File: src/rtl/nibble_dmem_arbiter.sv
// rtl/nibble_dmem_arbiter.sv - CPU/host data memory arbiter with host starvation guard; optional host lock via NIBBLE_ARB_LOCK_EN
module nibble_dmem_arbiter #(
   parameter int ADDR_W   = 4,
   parameter int DATA_W   = 4,
   parameter int MAX_WAIT = 3
) (
   input  logic              clk,
   input  logic              reset,
   input  logic              c_req,
   input  logic              c_we,
   input  logic [ADDR_W-1:0] c_addr,
   input  logic [DATA_W-1:0] c_wdata,
   output logic              c_gnt,
   output logic              c_rvalid,
   output logic [DATA_W-1:0] c_rdata,
   input  logic              h_req,
   input  logic              h_we,
   input  logic [ADDR_W-1:0] h_addr,
   input  logic [DATA_W-1:0] h_wdata,
`ifdef NIBBLE_ARB_LOCK_EN
   input  logic              h_lock,
`endif
   output logic              h_gnt,
   output logic              h_rvalid,
   output logic [DATA_W-1:0] h_rdata,
   output logic [ADDR_W-1:0] mem_addr,
   output logic              mem_write,
   output logic [DATA_W-1:0] mem_wdata,
   input  logic [DATA_W-1:0] mem_rdata
);

   typedef enum logic [1:0] {
      IDLE  = 2'd0,
      GNT_C = 2'd1,
      GNT_H = 2'd2
   } state_t;

   localparam logic [2:0] C_MAX_WAIT = MAX_WAIT[2:0];

   state_t            r_state;
   state_t            w_next_state;
   logic [2:0]        r_wait_cnt;
   logic [2:0]        w_wait_nxt;
   logic              w_lock_hold;
   logic              r_c_rvalid;
   logic              r_h_rvalid;
   logic [DATA_W-1:0] r_c_rdata;
   logic [DATA_W-1:0] r_h_rdata;
   logic              w_c_rd_done;
   logic              w_h_rd_done;

   // State and starvation counter registers
   always_ff @(posedge clk or posedge reset) begin
      if (reset) begin
         r_state    <= IDLE;
         r_wait_cnt <= 3'd0;
      end else begin
         r_state    <= w_next_state;
         r_wait_cnt <= w_wait_nxt;
      end
   end

   // Next-state decision: C wins ties unless H has waited MAX_WAIT cycles
   always_comb begin
      w_next_state = IDLE;
      w_lock_hold  = 1'b0;
`ifdef NIBBLE_ARB_LOCK_EN
      w_lock_hold  = (r_state == GNT_H) && h_lock && h_req;
`endif
      if (w_lock_hold) begin
         w_next_state = GNT_H;
      end else if (c_req && h_req) begin
         w_next_state = (r_wait_cnt == C_MAX_WAIT) ? GNT_H : GNT_C;
      end else if (c_req) begin
         w_next_state = GNT_C;
      end else if (h_req) begin
         w_next_state = GNT_H;
      end
   end

   // Host wait counter: counts lost arbitrations, saturates, clears on host grant or idle host
   always_comb begin
      w_wait_nxt = r_wait_cnt;
      if (!h_req || (w_next_state == GNT_H)) begin
         w_wait_nxt = 3'd0;
      end else if ((w_next_state == GNT_C) && (r_wait_cnt != C_MAX_WAIT)) begin
         w_wait_nxt = r_wait_cnt + 3'd1;
      end
   end

   // Memory drive follows the current owner's live request fields
   always_comb begin
      mem_addr  = '0;
      mem_wdata = '0;
      mem_write = 1'b0;
      case (r_state)
         GNT_C: begin
            mem_addr  = c_addr;
            mem_wdata = c_wdata;
            mem_write = c_we;
         end
         GNT_H: begin
            mem_addr  = h_addr;
            mem_wdata = h_wdata;
            mem_write = h_we;
         end
         default: begin
            mem_addr  = '0;
            mem_wdata = '0;
            mem_write = 1'b0;
         end
      endcase
   end

   assign w_c_rd_done = (r_state == GNT_C) && !c_we;
   assign w_h_rd_done = (r_state == GNT_H) && !h_we;

   // Read return: capture memory data at the edge closing a read grant
   always_ff @(posedge clk or posedge reset) begin
      if (reset) begin
         r_c_rvalid <= 1'b0;
         r_h_rvalid <= 1'b0;
         r_c_rdata  <= '0;
         r_h_rdata  <= '0;
      end else begin
         r_c_rvalid <= w_c_rd_done;
         r_h_rvalid <= w_h_rd_done;
         if (w_c_rd_done) begin
            r_c_rdata <= mem_rdata;
         end
         if (w_h_rd_done) begin
            r_h_rdata <= mem_rdata;
         end
      end
   end

   assign c_gnt    = (r_state == GNT_C);
   assign h_gnt    = (r_state == GNT_H);
   assign c_rvalid = r_c_rvalid;
   assign h_rvalid = r_h_rvalid;
   assign c_rdata  = r_c_rdata;
   assign h_rdata  = r_h_rdata;

endmodule

File: config.mk
export PLATFORM = sky130hd
export DESIGN_NAME = nibble_dmem_arbiter
export DESIGN_NICKNAME = d
export VERILOG_FILES = /design/src/rtl/nibble_dmem_arbiter.sv
export SDC_FILE = /design/constraint.sdc
export NUM_CORES = 1
export LEC_CHECK = 0
export BUFFER_PORTS_ARGS = -buffer_cell sky130_fd_sc_hd__buf_2
export CAP_MARGIN = 20
export CORE_MARGIN = 2
export CORE_UTILIZATION = 42
export CTS_CLUSTER_SIZE = 16
export DETAILED_ROUTE_END_ITERATION = 12
export PLACE_DENSITY = 0.87
export SLEW_MARGIN = 10
export SYNTH_ARGS = -nofsm -noshare
export SYNTH_HDL_FRONTEND = slang
export SYNTH_SLANG_ARGS = --single-unit
File: constraint.sdc
create_clock -name clk -period 1.7 [get_ports clk]
set_clock_uncertainty 0.05 [all_clocks]
set_input_delay 0.255 -clock clk [delete_from_list [all_inputs] [get_ports clk]]
set_output_delay 0.255 -clock clk [all_outputs]
set_load 0.005 [all_outputs]
==> results of run 1 <==
-- final cells by class --
cell class / instances / area share (%)
Inverter: 7 / 2.33
Tap cell: 25 / 2.77
Timing Repair Buffer: 49 / 23.0
Clock inverter: 1 / 0.444
Multi-Input combinational cell: 43 / 36.2
Sequential cell: 15 / 33.3
Clock buffer: 3 / 2.00
-- cell families (layout without fill, tap and decap cells) --
family                     count (synthesis)  after routing
muxes                                      8              8
adders and majority gates                  5              5
AOI/OAI and AO/OA                         14             14
buffers and inverters                     11             60
xor gates and xnor gates                   1              1
and+or+nand+nor                           15             15
DFF                                       15             15
-- per-layer routing --
layer | vias to the layer above | GRT usage, % | wire (µm) | share of wire [%]
li1 | 337 | - | - | -
met1 | 320 | 15.7 | 634 | 37
met2 | 40 | 25.9 | 809 | 48
met3 | 4 | 3.77 | 235 | 14
met4 | 0 | 8.33 | 23 | 1.4
met5 | - | 0 | 0 | 0
-- through the flow --
step	TNS [ns]	util [%]
2_1_floorplan	0	-
3_3_place_gp	0	58.9
3_5_place_dp	0	58.9
4_1_cts	-0.0351	62.5
5_1_grt	-0.350	64.6
6_report	0	64.6
-- sequential cells by signal, indices dropped and copies added (netlist names) --
signal	cells
h_rvalid	1
c_rvalid	1
c_rdata	4
r_state	2
r_wait_cnt	3
h_rdata	4
-- power breakdown --
group          switching [µW]  leakage [µW]  total, µW  internal (µW)
Clock                     116     0.0000177        204           87.6
Sequential               23.9      0.000187        427            403
Combinational            94.2      0.000375        230            135
-- worst max path at each step --
stage,start,end,cells after the start
4_1_cts,r_state[0]$_DFF_PP0_,mem_addr[2],6
3_5_place_dp,r_state[0]$_DFF_PP0_,mem_wdata[2],6
3_3_place_gp,r_state[1]$_DFF_PP0_,c_rdata[3]$_DFFE_PP0P_,4
2_1_floorplan,r_state[0]$_DFF_PP0_,h_rdata[0]$_DFFE_PP0P_,6
5_1_grt,r_state[0]$_DFF_PP0_,mem_addr[0],5
6_report,r_state[0]$_DFF_PP0_,mem_addr[3],5
-- Yosys cell counts --
cell type	number
mux2_4	4
dfrtp_1	15
xnor2_1	1
nand3_1	3
buf_6	2
buf_1	1
mux2_2	4
buf_4	1
nand4bb_1	1
a22oi_1	9
nor2b_4	1
inv_1	7
nor2_1	9
ha_1	5
nand2b_1	1
a21boi_0	2
o22ai_1	3
-- worst max-delay path: stages (launching register included) --
cell and delay (ns):
dfrtp_1 0.40, buf_4 0.14, ha_4 0.19, a22oi_1 0.16
nor2_1 0.06, buf_2 0.12
-- placed cells by master (no fill, tap or decap), types with 4 or more instances in the layout --
cell type / netlist / layout
nor2_1: 9 / 9
a22oi_2: 0 / 5
mux2_2: 4 / 4
mux2_4: 4 / 4
buf_2: 0 / 46
inv_1: 7 / 6
a22oi_1: 9 / 4
dfrtp_1: 15 / 15
-- repair_timing --
action / in CTS / in global routing
resized for setup: 6 / 5
buffers inserted: 0 / 1
hold buffers: 1 / 0
hold endpoints to repair: 15 / 0
setup endpoints to repair: 9 / 9
==> impl_metrics.json, run 1 <==
{
  "outcome": "completed",
  "setup_slack_ns": 0.0272,
  "dieArea_um2": 2250,
  "crit_path_end_kind": "primary output",
  "grt_util_all_layers_pct": 14.6,
  "antenna_found_initial": 0,
  "synthCells": 69,
  "drc": 0,
  "multiInputGateArea_um2": 408,
  "grt_overflow": 0,
  "numCtsBuffers": 3,
  "worst_hold_path.endpoint": "h_rvalid$_DFF_PP0_",
  "placed_cells": 137,
  "drv_cap": 0,
  "reg2reg_setup_slack_ns": 0.23,
  "synth_area_per_cell_um2": 11.5,
  "antenna_cells": 0,
  "hold_viol": 0,
  "synthAdderAreaFrac_pct": 7.89,
  "cp.required_ns": 1.39,
  "synth.area.mux_share_pct": 13.2,
  "finalSetupViolCount": 0,
  "vias_per_cell": 4.90,
  "ys.warnings.count": 0,
  "synth.largest_area_cell": "dfrtp_1",
  "syn_area_um2": 793,
  "r2r_start": "r_state[0]$_DFF_PP0_",
  "synthXorXnorAreaFrac_pct": 1.10,
  "dp_slack_ns": 0.212,
  "io_buffers": 46,
  "drt_iter0_markers": 5,
  "clock_latency_ns": 0.29,
  "reg2regPathDepth": 4,
  "fill_cells": 143,
  "cts_tree": "built",
  "drtPass1Iterations": 3,
  "path_class": "flop to primary output",
  "synth_simple_gate_area_share_pct": 10.1,
  "rsz0062_at_grt": "true",
  "finish.net_count": 150,
  "die_h_um": 47.5,
  "avgRoutedWirePerCell_um": 11.9,
  "num_rows": 15,
  "antenna_left": 0,
  "clk_pin_slew_ns": 0.09,
  "final_cell_area_um2": 1130,
  "slew_viol_final": 0,
  "cp.arrival_ns": 1.37,
  "p_total_uw": 861,
  "worstMarginPinSlew_ns": 0.556,
  "h-tree-depth": 1,
  "whs_path_depth": 2,
  "core_um2": 1750,
  "synth_area_leaders": "dfrtp_1, a22oi_1, ha_1",
  "ys_seq_elements": 15,
  "crit_fanout": 11,
  "post-route-min-period_ns": 1.67,
  "power_leakage_uw": 0.000580,
  "grt_pass1_vias": 572,
  "peakVddDrop_mv": 0.572,
  "ios": 47,
  "area_growth_pct": 42.1,
  "instances_no_fill": 143,
  "worstHoldStart": "h_we",
  "cts_root_buf": "clkbuf_4",
  "synth_top_area_share_pct": 47.3,
  "die_w_um": 47.5,
  "cellPowerDensity_nw_per_um2": 763,
  "num_vias": 701,
  "whs_ns": 0.123,
  "synth_top_family_by_area": "multiplexers",
  "clock_path_buffers": 2,
  "gp_congestion": 0.593,
  "syn_nets": 100,
  "yosysUniqueCellTypes": 17,
  "yosysSeqAreaShare_pct": 47.3,
  "seqCellArea_um2": 375,
  "cts.sinks": 15,
  "r2r_end": "c_rdata[0]$_DFFE_PP0P_",
  "synth_compound_area_share_pct": 12.8,
  "slew_headroom_pct": 62.9,
  "critPathLaunchType": "flop",
  "timing.fmax_ghz": 0.598,
  "placed_area_um2": 1030,
  "grt_pass1_wl_mm": 2.24,
  "initial_core_util_pct": 45.4,
  "place_hpwl_mm": 1.36,
  "drive_gt1_share_pct": 58.5,
  "min_path_type": "input port to flop",
  "totalWireLength_mm": 1.70,
  "finalCritPeriodShare_pct": 98.4,
  "grt_max_degree": 16
}
No activity file was read; power rests on OpenSTA's default activity.
==> inputs of run 2 (changes only) <==
- clock period: 1.7 -> 1.9 ns (I/O delays scaled with it)
==> run 2 against run 1 <==
The run now ends with hold timing left; flip-flop and latch count is the same; clock-buffer cell count rose by 1; wire length rose by 3.3%; register-to-register slack improved by 0.18 ns; global-route usage grew 1.5 points; non-clock buffer count down 3; first-iteration DRC count rose to 3.0 times the previous value; critical path depth is the same; sequential power is 10% lower; die area is the same; clock power fell by 7%; combinational power shrank 18%; critical endpoint is now mem_wdata[2]; largest cell class is now registers.
==> impl_metrics.json, run 2 (synthesis results as in run 1) <==
{
  "outcome": "finished, violations left",
  "violations": "hold timing",
  "cts_tree": "built",
  "drtPass1Iterations": 4,
  "avgRoutedWirePerCell_um": 12.6,
  "slew_headroom_pct": 61.9,
  "die_w_um": 47.5,
  "drive_gt1_share_pct": 51.3,
  "slew_viol_final": 0,
  "die_h_um": 47.5,
  "num_vias": 689,
  "totalWireLength_mm": 1.76,
  "grt_overflow": 0,
  "min_path_type": "input port to async pin",
  "clock_latency_ns": 0.29,
  "finish.net_count": 147,
  "clk_pin_slew_ns": 0.09,
  "path_class": "flop to primary output",
  "grt_pass1_vias": 592,
  "antenna_cells": 0,
  "antenna_left": 0,
  "gp_congestion": 0.615,
  "crit_chain": "inv_1 -> ha_1 -> a22oi_1 -> nor2_1 -> buf_2",
  "io_buffers": 46,
  "cts_hold_buffers": 0,
  "placed_cells": 136,
  "core_um2": 1750,
  "critPathLaunchType": "flop",
  "dp_slack_ns": 0.306,
  "instances_no_fill": 140,
  "drc": 0,
  "dieArea_um2": 2250,
  "final_cell_mix": "buf_2, dfrtp_1, a22oi_1, nor2_1, inv_1",
  "cp.required_ns": 1.56,
  "antenna_found_initial": 0,
  "whs_ns": -0.0214,
  "cp_slowest_cell": "dfrtp_1",
  "initial_core_util_pct": 45.4,
  "h-tree-depth": 1,
  "grt_util_all_layers_pct": 16.1,
  "vias_per_cell": 4.92,
  "finalSetupViolCount": 0,
  "cp.arrival_ns": 1.42,
  "rsz0062_at_grt": "false",
  "num_rows": 15,
  "cts.sinks": 15,
  "ios": 47,
  "cts_root_buf": "clkbuf_4",
  "grt_pass1_wl_mm": 2.40,
  "final_common_cell": "buf_2",
  "numCtsBuffers": 3,
  "drt_iter0_markers": 15,
  "peakVddDrop_mv": 0.459,
  "grt_max_degree": 16,
  "area_growth_pct": 32.3,
  "timing.fmax_ghz": 0.569,
  "clock_path_buffers": 2,
  "drv_cap": 0,
  "worstMarginPinSlew_ns": 0.572,
  "post-route-min-period_ns": 1.76,
  "hold_viol": 15,
  "power_leakage_uw": 0.000559,
  "cellPowerDensity_nw_per_um2": 724,
  "reg2regPathDepth": 4,
  "place_hpwl_mm": 1.35,
  "crit_path_end_kind": "primary output",
  "finalCritPeriodShare_pct": 92.4,
  "critical-path-max-stage-delay_ns": 0.39,
  "tns_ns": 0,
  "setup_slack_ns": 0.144,
  "crit_fanout": 11
}
==> run 2: worst max-delay path: cells and delay by family (launching register included) <==
kind	cells	cell delay, ns
AOI/OAI and AO/OA	1	0.12
adders and majority gates	1	0.34
buffers and inverters	2	0.18
DFF	1	0.39
and+or+nand+nor	1	0.10
==> run 2: worst paths after layout <==
path / endpoint / slack [ns] / start
setup reg to reg: c_rdata[0]$_DFFE_PP0P_ / 0.41 / r_state[1]$_DFF_PP0_
min in group clk: h_rvalid$_DFF_PP0_ / 0.16 / h_we
hold / removal: c_rdata[1]$_DFFE_PP0P_ / -0.02 / reset
max in group asynchronous: r_wait_cnt[0]$_DFFE_PP0P_ / 1.44 / reset
setup / recovery: mem_wdata[2] / 0.14 / r_state[1]$_DFF_PP0_
hold reg to reg: c_rdata[2]$_DFFE_PP0P_ / 0.46 / c_rdata[2]$_DFFE_PP0P_
==> run 2: area by class of cell <==
class | count | area [µm²]
Tap cell | 25 | 31.3
Inverter | 7 | 26.3
Fill cell | 165 | 696
Multi-Input combinational cell | 43 | 360
Sequential cell | 15 | 375
Clock buffer | 4 | 26.3
Timing Repair Buffer | 46 | 230
==> run 2: power breakdown <==
group	switching [µW]	internal, µW	total, µW
Clock	107	81.8	189
Combinational	79.6	109	189
Sequential	22.0	361	383
Total	208	551	760
==> run 2: what timing repair did <==
| action | in CTS | in global routing |
|---|---|---|
| endpoints found under the hold margin | 0 | 0 |
| buffers inserted | 0 | 0 |
| gates resized for setup | 0 | 1 |
| setup endpoints to repair | 0 | 1 |
==> run 2: through the flow <==
stage / area [µm²] / utilization (%) / hold WS [ns] / power [µW]
floorplan: 793 / - / 0.136 / 485
global placement: 1020 / 58.5 / 0.295 / 567
detailed placement: 1020 / 58.5 / 0.320 / 578
CTS: 1050 / 60.0 / 0.00762 / 761
global route: 1050 / 60.1 / 0.0361 / 795
finish: 1050 / 60.1 / -0.0214 / 760
==> run 2: layer usage <==
layer	track usage (%)	up-vias	part of all wire, %
met5	0	-	0
met4	11.7	0	2.6
met3	2.26	5	11
met2	28.1	46	46
met1	17.7	307	40
li1	-	331	-
